**src/rtl/load_store_unit.sv**
```systemverilog
// Load/store stage: turns an ALU effective address plus store data into a single
// word-wide memory access with byte lanes, load extension, alignment and bus-timeout checks.

package load_store_unit_pkg;
    typedef enum logic [1:0] {
        SZ_BYTE = 2'b00,
        SZ_HALF = 2'b01,
        SZ_WORD = 2'b10,
        SZ_BAD  = 2'b11
    } lsu_size_e;

    typedef struct packed {
        logic      store;
        logic      uns;
        lsu_size_e size;
    } lsu_op_t;
endpackage

module load_store_unit
    import load_store_unit_pkg::*;
#(
    parameter int unsigned TIMEOUT = 16
) (
    input  logic        clock,
    input  logic        reset_n,
    input  logic        start,
    input  logic [3:0]  op,
    input  logic [31:0] addr,
    input  logic [31:0] wdata,
    output logic        busy,
    output logic        done,
    output logic [31:0] rdata,
    output logic        err_align,
    output logic        err_bus,
    output logic        mem_req,
    output logic        mem_we,
    output logic [31:0] mem_addr,
    output logic [3:0]  mem_be,
    output logic [31:0] mem_wdata,
    input  logic        mem_ack,
    input  logic [31:0] mem_rdata
);

    localparam int unsigned    CNT_W    = 8;
    localparam logic [CNT_W-1:0] CNT_LAST = CNT_W'(TIMEOUT - 1);

    typedef enum logic [1:0] {
        IDLE   = 2'b00,
        ACCESS = 2'b01,
        RESP   = 2'b10
    } state_t;

    state_t           state, state_nxt;
    logic [CNT_W-1:0] cnt, cnt_nxt;
    lsu_op_t          lat_op, lat_op_nxt;
    logic [1:0]       lat_off, lat_off_nxt;

    logic        busy_nxt, done_nxt, err_align_nxt, err_bus_nxt;
    logic [31:0] rdata_nxt;
    logic        mem_req_nxt, mem_we_nxt;
    logic [31:0] mem_addr_nxt, mem_wdata_nxt;
    logic [3:0]  mem_be_nxt;

    lsu_op_t op_in;
    logic    req_ok;

    assign op_in = lsu_op_t'(op);

    // Legal size with a naturally aligned address
    always_comb begin
        req_ok = 1'b0;
        case (op_in.size)
            SZ_BYTE: req_ok = 1'b1;
            SZ_HALF: req_ok = (addr[0] == 1'b0);
            SZ_WORD: req_ok = (addr[1:0] == 2'b00);
            default: req_ok = 1'b0;
        endcase
    end

    function automatic logic [3:0] store_be(input lsu_size_e sz, input logic [1:0] off);
        case (sz)
            SZ_BYTE: store_be = 4'(4'b0001 << off);
            SZ_HALF: store_be = off[1] ? 4'b1100 : 4'b0011;
            default: store_be = 4'b1111;
        endcase
    endfunction

    function automatic logic [31:0] store_data(input lsu_size_e sz, input logic [31:0] wd);
        case (sz)
            SZ_BYTE: store_data = {4{wd[7:0]}};
            SZ_HALF: store_data = {2{wd[15:0]}};
            default: store_data = wd;
        endcase
    endfunction

    // Pick the addressed lane out of the read word and extend it to 32 bits
    function automatic logic [31:0] load_extract(input lsu_op_t o, input logic [1:0] off,
                                                 input logic [31:0] w);
        logic [7:0]  b;
        logic [15:0] h;
        b = w[{off, 3'b000} +: 8];
        h = w[{off[1], 4'b0000} +: 16];
        case (o.size)
            SZ_BYTE: load_extract = o.uns ? {24'h000000, b} : {{24{b[7]}}, b};
            SZ_HALF: load_extract = o.uns ? {16'h0000, h} : {{16{h[15]}}, h};
            default: load_extract = w;
        endcase
    endfunction

    always_ff @(posedge clock or negedge reset_n) begin
        if (!reset_n) begin
            state     <= IDLE;
            cnt       <= '0;
            lat_op    <= '0;
            lat_off   <= '0;
            busy      <= 1'b0;
            done      <= 1'b0;
            rdata     <= '0;
            err_align <= 1'b0;
            err_bus   <= 1'b0;
            mem_req   <= 1'b0;
            mem_we    <= 1'b0;
            mem_addr  <= '0;
            mem_be    <= '0;
            mem_wdata <= '0;
        end else begin
            state     <= state_nxt;
            cnt       <= cnt_nxt;
            lat_op    <= lat_op_nxt;
            lat_off   <= lat_off_nxt;
            busy      <= busy_nxt;
            done      <= done_nxt;
            rdata     <= rdata_nxt;
            err_align <= err_align_nxt;
            err_bus   <= err_bus_nxt;
            mem_req   <= mem_req_nxt;
            mem_we    <= mem_we_nxt;
            mem_addr  <= mem_addr_nxt;
            mem_be    <= mem_be_nxt;
            mem_wdata <= mem_wdata_nxt;
        end
    end

    // Next state and next values of every registered output
    always_comb begin
        state_nxt     = state;
        cnt_nxt       = '0;
        lat_op_nxt    = lat_op;
        lat_off_nxt   = lat_off;
        busy_nxt      = 1'b0;
        done_nxt      = 1'b0;
        rdata_nxt     = rdata;
        err_align_nxt = 1'b0;
        err_bus_nxt   = 1'b0;
        mem_req_nxt   = 1'b0;
        mem_we_nxt    = 1'b0;
        mem_addr_nxt  = '0;
        mem_be_nxt    = '0;
        mem_wdata_nxt = '0;

        case (state)
            IDLE: begin
                if (start) begin
                    lat_op_nxt  = op_in;
                    lat_off_nxt = addr[1:0];
                    busy_nxt    = 1'b1;
                    if (req_ok) begin
                        state_nxt     = ACCESS;
                        mem_req_nxt   = 1'b1;
                        mem_we_nxt    = op_in.store;
                        mem_addr_nxt  = {addr[31:2], 2'b00};
                        mem_be_nxt    = op_in.store ? store_be(op_in.size, addr[1:0]) : 4'b1111;
                        mem_wdata_nxt = op_in.store ? store_data(op_in.size, wdata) : 32'h0;
                    end else begin
                        state_nxt     = RESP;
                        done_nxt      = 1'b1;
                        err_align_nxt = 1'b1;
                        rdata_nxt     = '0;
                    end
                end
            end
            ACCESS: begin
                busy_nxt = 1'b1;
                // An ack in the last timeout cycle still completes normally
                if (mem_ack) begin
                    state_nxt = RESP;
                    done_nxt  = 1'b1;
                    rdata_nxt = lat_op.store ? 32'h0 : load_extract(lat_op, lat_off, mem_rdata);
                end else if (cnt == CNT_LAST) begin
                    state_nxt   = RESP;
                    done_nxt    = 1'b1;
                    err_bus_nxt = 1'b1;
                    rdata_nxt   = '0;
                end else begin
                    cnt_nxt       = cnt + CNT_W'(1);
                    mem_req_nxt   = 1'b1;
                    mem_we_nxt    = mem_we;
                    mem_addr_nxt  = mem_addr;
                    mem_be_nxt    = mem_be;
                    mem_wdata_nxt = mem_wdata;
                end
            end
            RESP: begin
                state_nxt = IDLE;
            end
            default: begin
                state_nxt = IDLE;
            end
        endcase
    end

endmodule

```
**config.mk**
```make
export PLATFORM = sky130hd
export DESIGN_NAME = load_store_unit
export DESIGN_NICKNAME = d
export VERILOG_FILES = /design/src/rtl/load_store_unit.sv
export SDC_FILE = /design/constraint.sdc
export NUM_CORES = 1
export LEC_CHECK = 0
export CORE_UTILIZATION = 45
export DETAILED_ROUTE_END_ITERATION = 10
export PLACE_DENSITY = 0.89
export SETUP_SLACK_MARGIN = 0.2
export SLEW_MARGIN = 20
export SYNTH_ARGS = -nofsm -noshare
export SYNTH_HDL_FRONTEND = slang
export SYNTH_SLANG_ARGS = --single-unit
```
**constraint.sdc**
```tcl
create_clock -name clock -period 2.96 [get_ports clock]
set_input_delay 0.888 -clock clock [delete_from_list [all_inputs] [get_ports clock]]
set_output_delay 0.888 -clock clock [all_outputs]
set_load 0.02 [all_outputs]
```
==> results of run 1 <==
-- per-layer routing --
layer  global-route usage [%]  part of all wire, %  wire length (um)
met5                        0                    0                 0
met1                     30.7                   40              6270
met2                     42.9                   49              7660
met3                     9.02                  7.9              1230
met4                     12.4                  2.8               432
-- kinds of logic (layout without fill, tap and decap cells) --
kind of cell / after synthesis / in the layout / synth area share [%]
simple gates: 59 / 59 / 5.85
buf+inv: 60 / 276 / 5.28
xor+xnor: 6 / 6 / 0.986
flops: 120 / 120 / 56.3
mux: 45 / 45 / 8.57
fa+ha+maj: 1 / 1 / 0.235
compound gates: 152 / 152 / 22.7
other cells: 1 / 2 / 0.0704
-- power groups by stage --
stage	sequential [W]	combinational, W	clock, W
final	0.00200	0.00139	0.00203
after detailed placement	0.00202	0.00138	0
after floorplan	0.00215	0.000573	0
after global placement	0.00201	0.00134	0
after global routing	0.00202	0.00147	0.00212
after CTS	0.00199	0.00139	0.00206
-- Yosys cell counts, types with 2 or more instances --
master,count
o2bb2ai_1,24
nand2_1,15
or2_2,2
o21ai_0,21
mux2_2,5
nor2_1,15
nand3_1,3
nor2b_1,11
a221o_1,16
buf_6,4
xor2_1,2
clkbuf_1,17
dfrtp_1,120
and2_1,2
a21oi_1,16
o211ai_1,8
a21o_1,2
mux2i_1,40
nor3_1,2
xnor2_1,4
o32ai_1,7
inv_1,20
buf_2,15
a22o_1,50
buf_4,2
and3_1,2
-- worst max-delay path, cell delays in order --
cell	delay, ns
clkdlybuf4s50_1	0.51
o311a_1	0.42
o21ba_1	0.38
clkinv_1	0.29
o211ai_1	0.27
-- per-stage QoR --
stage                     setup WS [ns]  cell area (um^2)  utilization [%]  hold slack, ns
final                             0.509              8170             71.2           0.471
after detailed placement          0.105              7580             66.1           0.465
after global routing              0.378              8170             71.2           0.506
after CTS                         0.520              8170             71.2           0.474
after floorplan                   0.767              5330                -           0.431
after global placement            0.231              7580             66.1           0.445
-- worst paths after layout --
kind	to	slack, ns	depth (start not counted)
min	cnt[0]	0.47	1
max reg2reg	rdata[12]	0.96	6
min reg2reg	cnt[0]	0.47	1
max	rdata[12]	0.51	5
min in group asynchronous	cnt[7]	0.49	1
max in group asynchronous	rdata[16]	1.68	2
-- sequential cells by signal, indices dropped and copies added (netlist names), 2 cells and up --
register	cells
lat_off	2
mem_addr	30
mem_be	4
rdata	32
lat_op	4
cnt	8
state	2
mem_wdata	32
-- cell type report --
type / instances / area [um^2]
Clock buffer: 20 / 457
Clock inverter: 12 / 126
Fill cell: 771 / 3300
Inverter: 21 / 78.8
Multi-Input combinational cell: 265 / 2060
Sequential cell: 120 / 3000
Tap cell: 143 / 179
Timing Repair Buffer: 223 / 2260
==> results.sh, run 1 <==
export IMPL_max_slew_worst_pin_slew_ns=1.07
export IMPL_grt_use_total_pct=26.1
export IMPL_fin_nets=753
export IMPL_wl_per_cell_um=19.4
export IMPL_ys_seq_area_share_pct=56.3
export IMPL_overflow=0
export IMPL_min_from="cnt[0]"
export IMPL_cts_buffer_depth=2
export IMPL_yosysTopAreaCellShare_pct=56.3
export IMPL_rr_startpoint="cnt[0]"
export IMPL_final_common_cell="clkdlybuf4s50_1"
export IMPL_rows=39
export IMPL_p_seq_share_pct=36.9
export IMPL_fp_dieH_um=111
export IMPL_final_cell_mix="clkdlybuf4s50_1, dfrtp_1, a22o_1"
export IMPL_power_frac_clock_pct=37.4
export IMPL_routed_via_density=5.67
export IMPL_power_internal_w=0.00381
export IMPL_syn_inst=444
export IMPL_yosys_warnings=0
export IMPL_cts_hold_buf=0
export IMPL_path_clk_slew_ns=0.06
export IMPL_ctsResizeCount=0
export IMPL_required_ns=3.28
export IMPL_crit_fanout=9
export IMPL_n_antenna_cell=0
export IMPL_path_class="input port to flop"
export IMPL_endpoint_kind="flop"
export IMPL_relSlewSlack_pct=28.1
export IMPL_min_path_type="flop to flop"
export IMPL_synth_top_area_cell="dfrtp_1"
export IMPL_start_util_pct=46.5
export IMPL_min_period_ns=2.45
export IMPL_antenna_found_initial=0
export IMPL_routed_wl_mm=15.6
export IMPL_ys_ff_latch=120
export IMPL_fp_dieArea_mm2=0.0123
export IMPL_drc=0
export IMPL_antenna_left=0
export IMPL_ys_types=45
export IMPL_syn_area_per_cell_um2=12.0
export IMPL_portBuffers=207
export IMPL_yosys_top_cells_area="dfrtp_1, a22o_1, mux2i_1"
export IMPL_clk_latency_ns=0.42
export IMPL_core_mm2=0.0115
export IMPL_critPathLaunchType="input port"
export IMPL_dominantRegCellSynth="dfrtp_1"
export IMPL_cts_sinks=120
export IMPL_grt_pass1_wl_mm=25.1
export IMPL_rsz0062_at_grt="no"
export IMPL_num_io_pins=210
export IMPL_p_sw_share_pct=29.6
export IMPL_finalMaxSlewViolations=0
export IMPL_die_x_um=111
export IMPL_syn2layout_area_growth_pct=53.2
export IMPL_finalSetupViolCount=0
export IMPL_dp_cells=772
export IMPL_fin_cells=804
export IMPL_drt_first_pass_iters=5
export IMPL_hold_violations=0
export IMPL_p_sw_w=0.00160
export IMPL_drive_gt1_share_pct=8.93
export IMPL_max_clock_freq_ghz=0.408
export IMPL_root_buffer="clkbuf_16"
export IMPL_crit_arrival_ns=2.77
export IMPL_fin_setup_tns_ns=0
export IMPL_synth_edf_count=0
export IMPL_syn_area_mm2=0.00533
export IMPL_max_vdd_ir_drop_uv=361
export IMPL_finalPower_w=0.00541
export IMPL_finClkSkew_ns=0.00700
export IMPL_cts_tree="yes"
export IMPL_drtIter0Drc=214
export IMPL_grt_max_degree=48
export IMPL_via_count=4561
export IMPL_cts_buffers=17
export IMPL_synthArstFlopShare_pct=100
export IMPL_drv_cap=0
export IMPL_power_density_mw_per_mm2=662
export IMPL_grt_pass1_vias=4899
export IMPL_min_period_over_period_pct=82.8
export IMPL_p_comb_share_pct=25.7
export IMPL_htree_num_levels=4
export IMPL_run_status="completed"
export IMPL_hpwl_mm=11.3
export IMPL_routabilityCongestion=0.841
export IMPL_leakage_nw=3.61
export IMPL_post_cts_buffers=0
export IMPL_cp_startpoint="op[0]"
No activity file was read; power rests on OpenSTA's default activity.
==> inputs of run 2 (changes only) <==
--- a/config.mk
+++ b/config.mk
@@ -5,9 +5,9 @@
 export SDC_FILE = /design/constraint.sdc
 export NUM_CORES = 1
 export LEC_CHECK = 0
-export CORE_UTILIZATION = 45
+export CORE_UTILIZATION = 40
 export DETAILED_ROUTE_END_ITERATION = 10
-export PLACE_DENSITY = 0.89
+export PLACE_DENSITY = 0.84
 export SETUP_SLACK_MARGIN = 0.2
 export SLEW_MARGIN = 20
 export SYNTH_ARGS = -nofsm -noshare
==> constraint.sdc (replaced) <==
create_clock -name clock -period 2.2 [get_ports clock]
set_input_delay 0.66 -clock clock [delete_from_list [all_inputs] [get_ports clock]]
set_output_delay 0.66 -clock clock [all_outputs]
set_load 0.02 [all_outputs]
==> results.sh, run 2 (synthesis results as in run 1) <==
export IMPL_largestRegisters="mem_wdata: 32 flops, rdata: 32 flops, mem_addr: 30 flops"
export IMPL_htree_num_levels=4
export IMPL_hpwl_mm=11.2
export IMPL_relSlewSlack_pct=54.1
export IMPL_reg2reg_setup_slack_ns=0.36
export IMPL_max_slew_worst_pin_slew_ns=0.688
export IMPL_antenna_found_initial=0
export IMPL_max_clock_freq_ghz=0.519
export IMPL_fin_nets=769
export IMPL_critPathLaunchType="input port"
export IMPL_crit_fanout=20
export IMPL_setup_ws_ns=0.275
export IMPL_cp_startpoint="addr[0]"
export IMPL_dp_cells=816
export IMPL_portBuffers=207
export IMPL_clk_latency_ns=0.42
export IMPL_leakage_nw=4.23
export IMPL_cts_buffer_depth=2
export IMPL_whs_ns=0.253
export IMPL_grt_max_degree=61
export IMPL_cts_buffers=17
export IMPL_finalMaxSlewViolations=0
export IMPL_routed_via_density=5.39
export IMPL_run_status="completed"
export IMPL_overflow=0
export IMPL_drc=0
export IMPL_pre_cts_slack_ns=-0.373
export IMPL_endpoint_kind="flop"
export IMPL_min_period_over_period_pct=87.5
export IMPL_grt_use_total_pct=23.7
export IMPL_n_antenna_cell=0
export IMPL_routed_wl_mm=15.6
export IMPL_start_util_pct=41.6
export IMPL_final_common_cell="dfrtp_1"
export IMPL_grt_pass1_wl_mm=25.4
export IMPL_antenna_left=0
export IMPL_drt_first_pass_iters=4
export IMPL_fin_setup_tns_ns=0
export IMPL_r2r_end="rdata[20]"
export IMPL_fp_dieArea_mm2=0.0138
export IMPL_max_vdd_ir_drop_uv=474
export IMPL_fin_cells=849
export IMPL_routabilityCongestion=0.818
export IMPL_rows=41
export IMPL_rr_startpoint="cnt[4]"
export IMPL_reg2regPathDepth=5
export IMPL_crit_arrival_ns=2.22
export IMPL_drtIter0Drc=323
export IMPL_cts_sinks=120
export IMPL_drv_cap=0
export IMPL_path_clk_slew_ns=0.05
export IMPL_wl_per_cell_um=18.3
export IMPL_required_ns=2.49
export IMPL_finClkSkew_ns=0.0108
export IMPL_cts_tree="yes"
export IMPL_die_x_um=117
export IMPL_syn2layout_area_growth_pct=55.3
export IMPL_num_io_pins=210
export IMPL_path_class="input port to flop"
export IMPL_root_buffer="clkbuf_16"
export IMPL_finalPower_w=0.00732
export IMPL_grt_pass1_vias=4820
export IMPL_via_count=4577
export IMPL_power_density_mw_per_mm2=885
export IMPL_min_path_type="input port to async pin"
export IMPL_hold_violations=0
export IMPL_core_mm2=0.0128
export IMPL_min_period_ns=1.93
export IMPL_rsz0062_at_grt="no"
export IMPL_finalSetupViolCount=0
export IMPL_final_cell_mix="dfrtp_1, dlygate4sd2_1, clkdlybuf4s50_1"
export IMPL_drive_gt1_share_pct=11.8
export IMPL_fp_dieH_um=117
==> run 2: layout make-up <==
cell class / count / area, um^2
timing repair buffer: 239 / 2290
inverter: 21 / 81.3
tap: 172 / 215
multi-input combinational: 265 / 2080
clock inverter: 14 / 181
sequential: 120 / 3000
clock buffer: 18 / 429
fill: 1011 / 4550
==> run 2: where the power goes <==
group          total, W  leakage (nW)  switching [W]  internal [W]
clock network   0.00288         0.295       0.000996       0.00188
registers       0.00264          1.63       0.000173       0.00246
logic           0.00181          2.30       0.000964      0.000846
==> run 2: worst max path at each step <==
stage / end / cells past startpoint
2_1_floorplan: rdata[30] / 7
3_3_place_gp: rdata[8] / 6
3_5_place_dp: rdata[8] / 6
4_1_cts: rdata[20] / 6
5_1_grt: rdata[24] / 6
6_report: rdata[20] / 6
==> run 2: what timing repair did <==
item	4_1_cts	5_1_grt
buffers inserted	1	0
gates resized for setup	107	7
pin swaps	1	1
setup endpoints to repair	142	38
hold buffers	0	0
==> run 2: layer usage <==
metal  global-route usage (%)  vias to the layer above  part of all wire [%]
met2                     38.6                      177                    50
met5                        0                        -                     0
met1                     29.2                     2277                    41
met4                     9.42                        0                   2.0
li1                         -                     2097                     -
met3                     7.59                       26                   6.6
==> run 2: worst max-delay path: stages <==
cell and delay, ns:
clkdlybuf4s50_1 0.52, a21o_1 0.15, o311a_1 0.18, o21ba_1 0.18, buf_12 0.16, a221o_1 0.35
==> run 2: metrics by stage <==
| stage | util (%) | area [um^2] |
|---|---|---|
| 3_3_place_gp | 60.5 | 7760 |
| 3_5_place_dp | 60.5 | 7760 |
| 2_1_floorplan | - | 5330 |
| 4_1_cts | 64.4 | 8260 |
| 6_report | 64.5 | 8280 |
| 5_1_grt | 64.5 | 8280 |
